## src/rtl/lsu_datos.sv

```systemverilog
// Load/store unit driving a byte-addressed, big-endian, word-wide data memory.
// Byte stores go through read-modify-write; byte loads are lane-extracted and extended.
module lsu_datos #(
    parameter int unsigned MEM_BYTES   = 24,
    parameter int unsigned ADDR_W      = 5,
    parameter int unsigned ALIGN_CHECK = 1
) (
    input  logic              i_clk,
    input  logic              i_rst_n,
    input  logic              i_req_valid,
    output logic              o_req_ready,
    input  logic              i_req_we,
    input  logic              i_req_byte,
    input  logic              i_req_sext,
    input  logic [ADDR_W-1:0] i_req_addr,
    input  logic [31:0]       i_req_wdata,
    output logic              o_rsp_valid,
    input  logic              i_rsp_ready,
    output logic [31:0]       o_rsp_rdata,
    output logic              o_rsp_err,
    output logic [ADDR_W-1:0] o_mem_addr,
    output logic              o_mem_we,
    output logic [31:0]       o_mem_wdata,
    input  logic [31:0]       i_mem_rdata
);

    localparam int unsigned WORD_MAX = MEM_BYTES - 4;
    localparam int unsigned BYTE_MAX = MEM_BYTES - 1;

    typedef enum logic [1:0] {
        ST_IDLE,
        ST_ACCESS,
        ST_WRITE,
        ST_RESP
    } state_t;

    state_t            r_state;
    logic              r_we;
    logic              r_byte;
    logic              r_sext;
    logic [1:0]        r_lane;
    logic [7:0]        r_wbyte;
    logic              r_req_ready;
    logic              r_rsp_valid;
    logic              r_rsp_err;
    logic [31:0]       r_rsp_rdata;
    logic [ADDR_W-1:0] r_mem_addr;
    logic              r_mem_we;
    logic [31:0]       r_mem_wdata;

    state_t            w_nxt_state;
    logic              w_nxt_we;
    logic              w_nxt_byte;
    logic              w_nxt_sext;
    logic [1:0]        w_nxt_lane;
    logic [7:0]        w_nxt_wbyte;
    logic              w_nxt_req_ready;
    logic              w_nxt_rsp_valid;
    logic              w_nxt_rsp_err;
    logic [31:0]       w_nxt_rsp_rdata;
    logic [ADDR_W-1:0] w_nxt_mem_addr;
    logic              w_nxt_mem_we;
    logic [31:0]       w_nxt_mem_wdata;

    logic [31:0]       w_addr_ext;
    logic [ADDR_W-1:0] w_byte_base;
    logic [ADDR_W-1:0] w_base;
    logic [1:0]        w_lane;
    logic              w_err;
    logic              w_accept;
    logic [7:0]        w_lane_byte;
    logic [31:0]       w_merged;
    logic [31:0]       w_load_byte;

    // Request decode: byte accesses near the top clamp the base so the 4-byte window stays in range
    always_comb begin
        w_addr_ext  = 32'(i_req_addr);
        w_byte_base = (w_addr_ext > WORD_MAX) ? ADDR_W'(WORD_MAX) : i_req_addr;
        w_lane      = 2'(i_req_addr - w_byte_base);
        w_base      = i_req_byte ? w_byte_base : i_req_addr;
        if (i_req_byte) begin
            w_err = (w_addr_ext > BYTE_MAX);
        end else begin
            w_err = (w_addr_ext > WORD_MAX) ||
                    ((ALIGN_CHECK != 0) && (i_req_addr[1:0] != 2'b00));
        end
        w_accept = i_req_valid && r_req_ready;
    end

    // Lane select and merge; lane 0 is the most significant byte
    always_comb begin
        w_lane_byte = i_mem_rdata[31:24];
        w_merged    = i_mem_rdata;
        case (r_lane)
            2'd0: begin
                w_lane_byte = i_mem_rdata[31:24];
                w_merged    = {r_wbyte, i_mem_rdata[23:0]};
            end
            2'd1: begin
                w_lane_byte = i_mem_rdata[23:16];
                w_merged    = {i_mem_rdata[31:24], r_wbyte, i_mem_rdata[15:0]};
            end
            2'd2: begin
                w_lane_byte = i_mem_rdata[15:8];
                w_merged    = {i_mem_rdata[31:16], r_wbyte, i_mem_rdata[7:0]};
            end
            default: begin
                w_lane_byte = i_mem_rdata[7:0];
                w_merged    = {i_mem_rdata[31:8], r_wbyte};
            end
        endcase
        w_load_byte = {{24{r_sext & w_lane_byte[7]}}, w_lane_byte};
    end

    // Next-state and next-output logic; outputs are registered from these values
    always_comb begin
        w_nxt_state     = r_state;
        w_nxt_we        = r_we;
        w_nxt_byte      = r_byte;
        w_nxt_sext      = r_sext;
        w_nxt_lane      = r_lane;
        w_nxt_wbyte     = r_wbyte;
        w_nxt_req_ready = r_req_ready;
        w_nxt_rsp_valid = r_rsp_valid;
        w_nxt_rsp_err   = r_rsp_err;
        w_nxt_rsp_rdata = r_rsp_rdata;
        w_nxt_mem_addr  = '0;
        w_nxt_mem_we    = 1'b0;
        w_nxt_mem_wdata = r_mem_wdata;

        case (r_state)
            ST_IDLE: begin
                w_nxt_req_ready = 1'b1;
                if (w_accept) begin
                    w_nxt_we        = i_req_we;
                    w_nxt_byte      = i_req_byte;
                    w_nxt_sext      = i_req_sext;
                    w_nxt_lane      = w_lane;
                    w_nxt_wbyte     = i_req_wdata[7:0];
                    w_nxt_req_ready = 1'b0;
                    w_nxt_rsp_rdata = '0;
                    if (w_err) begin
                        w_nxt_state     = ST_RESP;
                        w_nxt_rsp_valid = 1'b1;
                        w_nxt_rsp_err   = 1'b1;
                    end else begin
                        w_nxt_state    = ST_ACCESS;
                        w_nxt_mem_addr = w_base;
                        if (i_req_we && !i_req_byte) begin
                            w_nxt_mem_we    = 1'b1;
                            w_nxt_mem_wdata = i_req_wdata;
                        end
                    end
                end
            end
            ST_ACCESS: begin
                if (r_we && r_byte) begin
                    w_nxt_state     = ST_WRITE;
                    w_nxt_mem_addr  = r_mem_addr;
                    w_nxt_mem_we    = 1'b1;
                    w_nxt_mem_wdata = w_merged;
                end else begin
                    w_nxt_state     = ST_RESP;
                    w_nxt_rsp_valid = 1'b1;
                    if (!r_we) begin
                        w_nxt_rsp_rdata = r_byte ? w_load_byte : i_mem_rdata;
                    end
                end
            end
            ST_WRITE: begin
                w_nxt_state     = ST_RESP;
                w_nxt_rsp_valid = 1'b1;
            end
            ST_RESP: begin
                if (i_rsp_ready) begin
                    w_nxt_state     = ST_IDLE;
                    w_nxt_rsp_valid = 1'b0;
                    w_nxt_rsp_err   = 1'b0;
                    w_nxt_req_ready = 1'b1;
                end
            end
            default: begin
                w_nxt_state = ST_IDLE;
            end
        endcase
    end

    always_ff @(posedge i_clk or negedge i_rst_n) begin
        if (!i_rst_n) begin
            r_state     <= ST_IDLE;
            r_we        <= 1'b0;
            r_byte      <= 1'b0;
            r_sext      <= 1'b0;
            r_lane      <= 2'd0;
            r_wbyte     <= 8'd0;
            r_req_ready <= 1'b0;
            r_rsp_valid <= 1'b0;
            r_rsp_err   <= 1'b0;
            r_rsp_rdata <= '0;
            r_mem_addr  <= '0;
            r_mem_we    <= 1'b0;
            r_mem_wdata <= '0;
        end else begin
            r_state     <= w_nxt_state;
            r_we        <= w_nxt_we;
            r_byte      <= w_nxt_byte;
            r_sext      <= w_nxt_sext;
            r_lane      <= w_nxt_lane;
            r_wbyte     <= w_nxt_wbyte;
            r_req_ready <= w_nxt_req_ready;
            r_rsp_valid <= w_nxt_rsp_valid;
            r_rsp_err   <= w_nxt_rsp_err;
            r_rsp_rdata <= w_nxt_rsp_rdata;
            r_mem_addr  <= w_nxt_mem_addr;
            r_mem_we    <= w_nxt_mem_we;
            r_mem_wdata <= w_nxt_mem_wdata;
        end
    end

    assign o_req_ready = r_req_ready;
    assign o_rsp_valid = r_rsp_valid;
    assign o_rsp_err   = r_rsp_err;
    assign o_rsp_rdata = r_rsp_rdata;
    assign o_mem_addr  = r_mem_addr;
    assign o_mem_we    = r_mem_we;
    assign o_mem_wdata = r_mem_wdata;

endmodule

```

## config.mk

```make
export PLATFORM = sky130hd
export DESIGN_NAME = lsu_datos
export DESIGN_NICKNAME = d
export VERILOG_FILES = /design/src/rtl/lsu_datos.sv
export SDC_FILE = /design/constraint.sdc
export NUM_CORES = 1
export LEC_CHECK = 0
export BUFFER_PORTS_ARGS = -buffer_cell sky130_fd_sc_hd__buf_2
export CORE_MARGIN = 2
export CORE_UTILIZATION = 55
export DETAILED_ROUTE_END_ITERATION = 8
export MAX_ROUTING_LAYER = met4
export PLACE_DENSITY = 0.85
export SYNTH_ARGS = -nofsm -noshare
export SYNTH_HDL_FRONTEND = slang
export SYNTH_SLANG_ARGS = --single-unit
```

## constraint.sdc

```tcl
create_clock -name i_clk -period 5.15 [get_ports i_clk]
set_input_delay 0.7725 -clock i_clk [delete_from_list [all_inputs] [get_ports i_clk]]
set_output_delay 0.7725 -clock i_clk [all_outputs]
set_load 0.005 [all_outputs]
```

==> summary.txt <==
Placement
  • Dpl ws: 2.34 ns
  • Global placer's final weighted congestion: 0.879
  • Port bufs: 148
  • Placed instance area: 5420 sq um
  • Detailed placement HPWL: 9790 microns
  • Number of placed instances, taps included: 695

Synth
  • Most frequent cells after synthesis: dfrtp_1 (88), nand2_1 (86), nor2_1 (60)
  • Top cell type's share of synthesized area: 46.8%
  • Synth Area in Simple Gates: 13.9%
  • Post-synthesis mux area share: 17.3%
  • Top_reg_cell synth: dfrtp_1
  • Count leader, synth: dfrtp_1
  • Post-synthesis cell type count: 39
  • Sequential fraction of the synthesis area: 46.8%
  • Avg Cell Area, Syn: 9.93 sq um
  • Post-synthesis xor/xnor area fraction: 0%
  • Top cells by area, synth: dfrtp_1 (47%), mux2_4 (9.6%), nand2_1 (6.9%), mux2i_1 (5.1%), nor2_1 (4.8%)
  • Synth Area in Compound Gates: 16.6%
  • Syn Inst Count: 474
  • Synth Area in Adders: 0.798%
  • Synth Register Bits: 88
  • Main combinational cell family by area after synthesis: multiplexers
  • Ys Warns: 0
  • Synth area leader: dfrtp_1
  • Post-synth EDFFs: 0
  • Synth Cell Area: 4700 sq um
  • Synth Net Count: 553
  • Asr flop ratio synth: 100%

Die
  • Initial Utilization: 57.0%
  • Die Height: 96.5 microns
  • Cell row count: 33
  • Die X: 96.5 microns
  • Io pins: 149
  • Core Region: 8260 sq um
  • DIE AREA: 9310 sq um

Timing
  • Post-route setup slack: 2.31 ns
  • Minimum clock period after layout: 2.84 ns
  • Max Clk Rate: 352 MHz
  • RSZ-0062 raised after global routing: false
  • Final critical-path share of the clock period: 55.2%
  • Worst Max-Slew Pin Slew: 0.954 ns
  • Pins Over Slew Limit: 0
  • Setup Viol. Count Final: 0
  • Hold Vio Cnt, Final: 0
  • Max-slew headroom: 36.2%
  • Final Skew: 0.0139 ns
  • Setup tns final: 0 ns

Drt
  • Vias: 4,158
  • Initial DRC Count: 290
  • Remaining DRCs: 0
  • Drt total wl: 13,300 microns
  • Drt pass-1 iters: 5
  • WL per Instance: 18.6 microns
  • Antenna-violating nets left: 0
  • Avg Vias per Cell: 5.84

Pwr
  • Sequential Power Share: 35.2%
  • Clock power share: 12.8%
  • Worst vdd ir: 0.000424 V
  • Leakage: 2.96 nW
  • Power Internal: 2.12 mW
  • Combinational share of power: 52.0%
  • Pwr dens: 649 nW/um^2
  • Psw: 1.52 mW
  • Switching share of power: 41.7%

Clock network
  • TritonCTS clock tree: yes
  • Htree depth: 3
  • # hold bufs at CTS: 0
  • Total CTS buffers: 9
  • Post-CTS Resized: 0
  • Setup bufs post-CTS: 0
  • Worst-Skew Late Latency: 0.37 ns
  • Clock root cell: clkbuf_8
  • TritonCTS Sinks: 88
  • Clock Path Buffers: 2
  • Clk slew on worst S/H paths: 0.09 ns

Critical path
  • WP data arrival: 3.09 ns
  • Reg2reg path depth: 6
  • Critical Path Start Type: flop
  • Worst R2R End: o_mem_wdata[1]
  • CP required: 5.40 ns
  • Worst-path maximum fanout: 48
  • R2R Setup Slk: 2.31 ns
  • Crit end category: flop
  • RR Startpoint: r_state[1]
  • Critical path class: reg2reg

Layout
  • Core Util, Final: 68.0%
  • Fillcell total: 669
  • Nets@finish: 680
  • Non-Filler Instances: 712
  • Synthesis-to-finish area growth: 19.3%
  • Post-Layout Inst Area: 5610 sq um
  • Proportion of layout cells with a drive suffix above 1: 36.1%

Global routing
  • GRT Total Usage: 29.4%
  • Total grt overflow: 0
  • Largest net degree at the start of global routing: 65
  • Initial antenna violation count: 0
  • Global-route wire length before repair: 20,000 microns
  • Vias in the first global route: 3,855

Flow run
  • MaxCap Viol Count: 0

Status
  • Outcome: finished, final reports clean

Min path
  • Hold WC Path Type: in2async
## through the flow
stage                     hold WS [ns]  power (mW)
after CTS                        0.373        3.63
after detailed placement         0.462        3.16
after global placement           0.453        3.08
final                            0.359        3.64
after floorplan                  0.439        2.66
after global routing             0.393        3.90
## layout make-up
class | count | area (sq um) | share of cell area [%]
clock inverters | 5 | 40.0 | 0.713
flip-flops and latches | 88 | 2200 | 39.2
clock buffers | 11 | 151 | 2.70
multi-input cells | 346 | 2300 | 40.9
inverters | 4 | 15.0 | 0.267
repair buffers | 152 | 773 | 13.8
diodes | 1 | 2.50 | 0.0446
well taps | 105 | 131 | 2.34
## worst max-delay path, stage by stage (launching register included)
cell	delay [ns]
dfrtp_1	0.41
inv_1	0.09
ha_2	0.49
buf_4	0.49
a21boi_1	0.30
a211o_4	0.52
mux2_2	0.40
## placed cells by master, fill, tap and decap left out, types with 2 or more instances in the layout
cell type   netlist  final
nor2b_1           2      2
a21oi_1          25     25
buf_4             1      5
o22ai_1           7      7
clkbuf_8          0     11
nand2b_1          3      3
ha_1              3      2
nor2_1           60     60
nor2_4            2      2
a31oi_1           8      8
o21ai_1           3      3
mux2_2           11     11
nand3_1           4      4
a21o_1            9      9
buf_2            10    147
nand2_1          86     86
mux2i_1          24     24
o21ai_0          18     18
o31ai_1          27     27
a211oi_1          9      9
clkinvlp_4        0      3
inv_1             4      4
dfrtp_1          88     88
mux2_4           30     30
and3_1            2      2
## state kept, by name, indices dropped and copies added, names as in the netlist
signal	cells
r_wbyte	8
r_sext	1
r_we	1
o_mem_wdata	32
o_mem_we	1
o_req_ready	1
o_rsp_rdata	32
r_lane	2
r_state	2
o_rsp_valid	1
r_byte	1
o_rsp_err	1
o_mem_addr	5
## cell families after synthesis
| family | Yosys count |
|---|---|
| flops | 88 |
| fa+ha+maj | 3 |
| buf+inv | 40 |
| simple gates | 161 |
| compound gates | 117 |
| mux | 65 |
## metal layers
metal  share of wire, %  GRT usage (%)  vias to the layer above
li1                   -              -                     1907
met1                 40           38.2                     1969
met2                 47           46.6                      241
met3                9.7           5.51                       41
met4                3.1           10.6                        0
met5                  0              -                        -
## power by group through the flow
stage	sequential [mW]	combinational (mW)	clock, mW
CTS	1.27	1.89	0.469
floorplan	1.21	1.46	0
finish	1.28	1.90	0.466
detailed placement	1.28	1.89	0
global route	1.32	2.08	0.501
global placement	1.26	1.82	0
## worst max-delay path by stage
stage                             start               to  slack [ns]
after global routing         r_state[1]   o_mem_wdata[0]        2.10
final                        r_state[1]   o_mem_wdata[1]        2.31
after CTS                    r_state[1]   o_mem_wdata[1]        2.32
after floorplan           i_req_addr[1]  o_mem_wdata[10]        3.19
after global placement       r_state[1]   o_mem_wdata[0]        2.44
after detailed placement     r_state[1]   o_mem_wdata[1]        2.34
No activity file was read; power rests on OpenSTA's default activity.
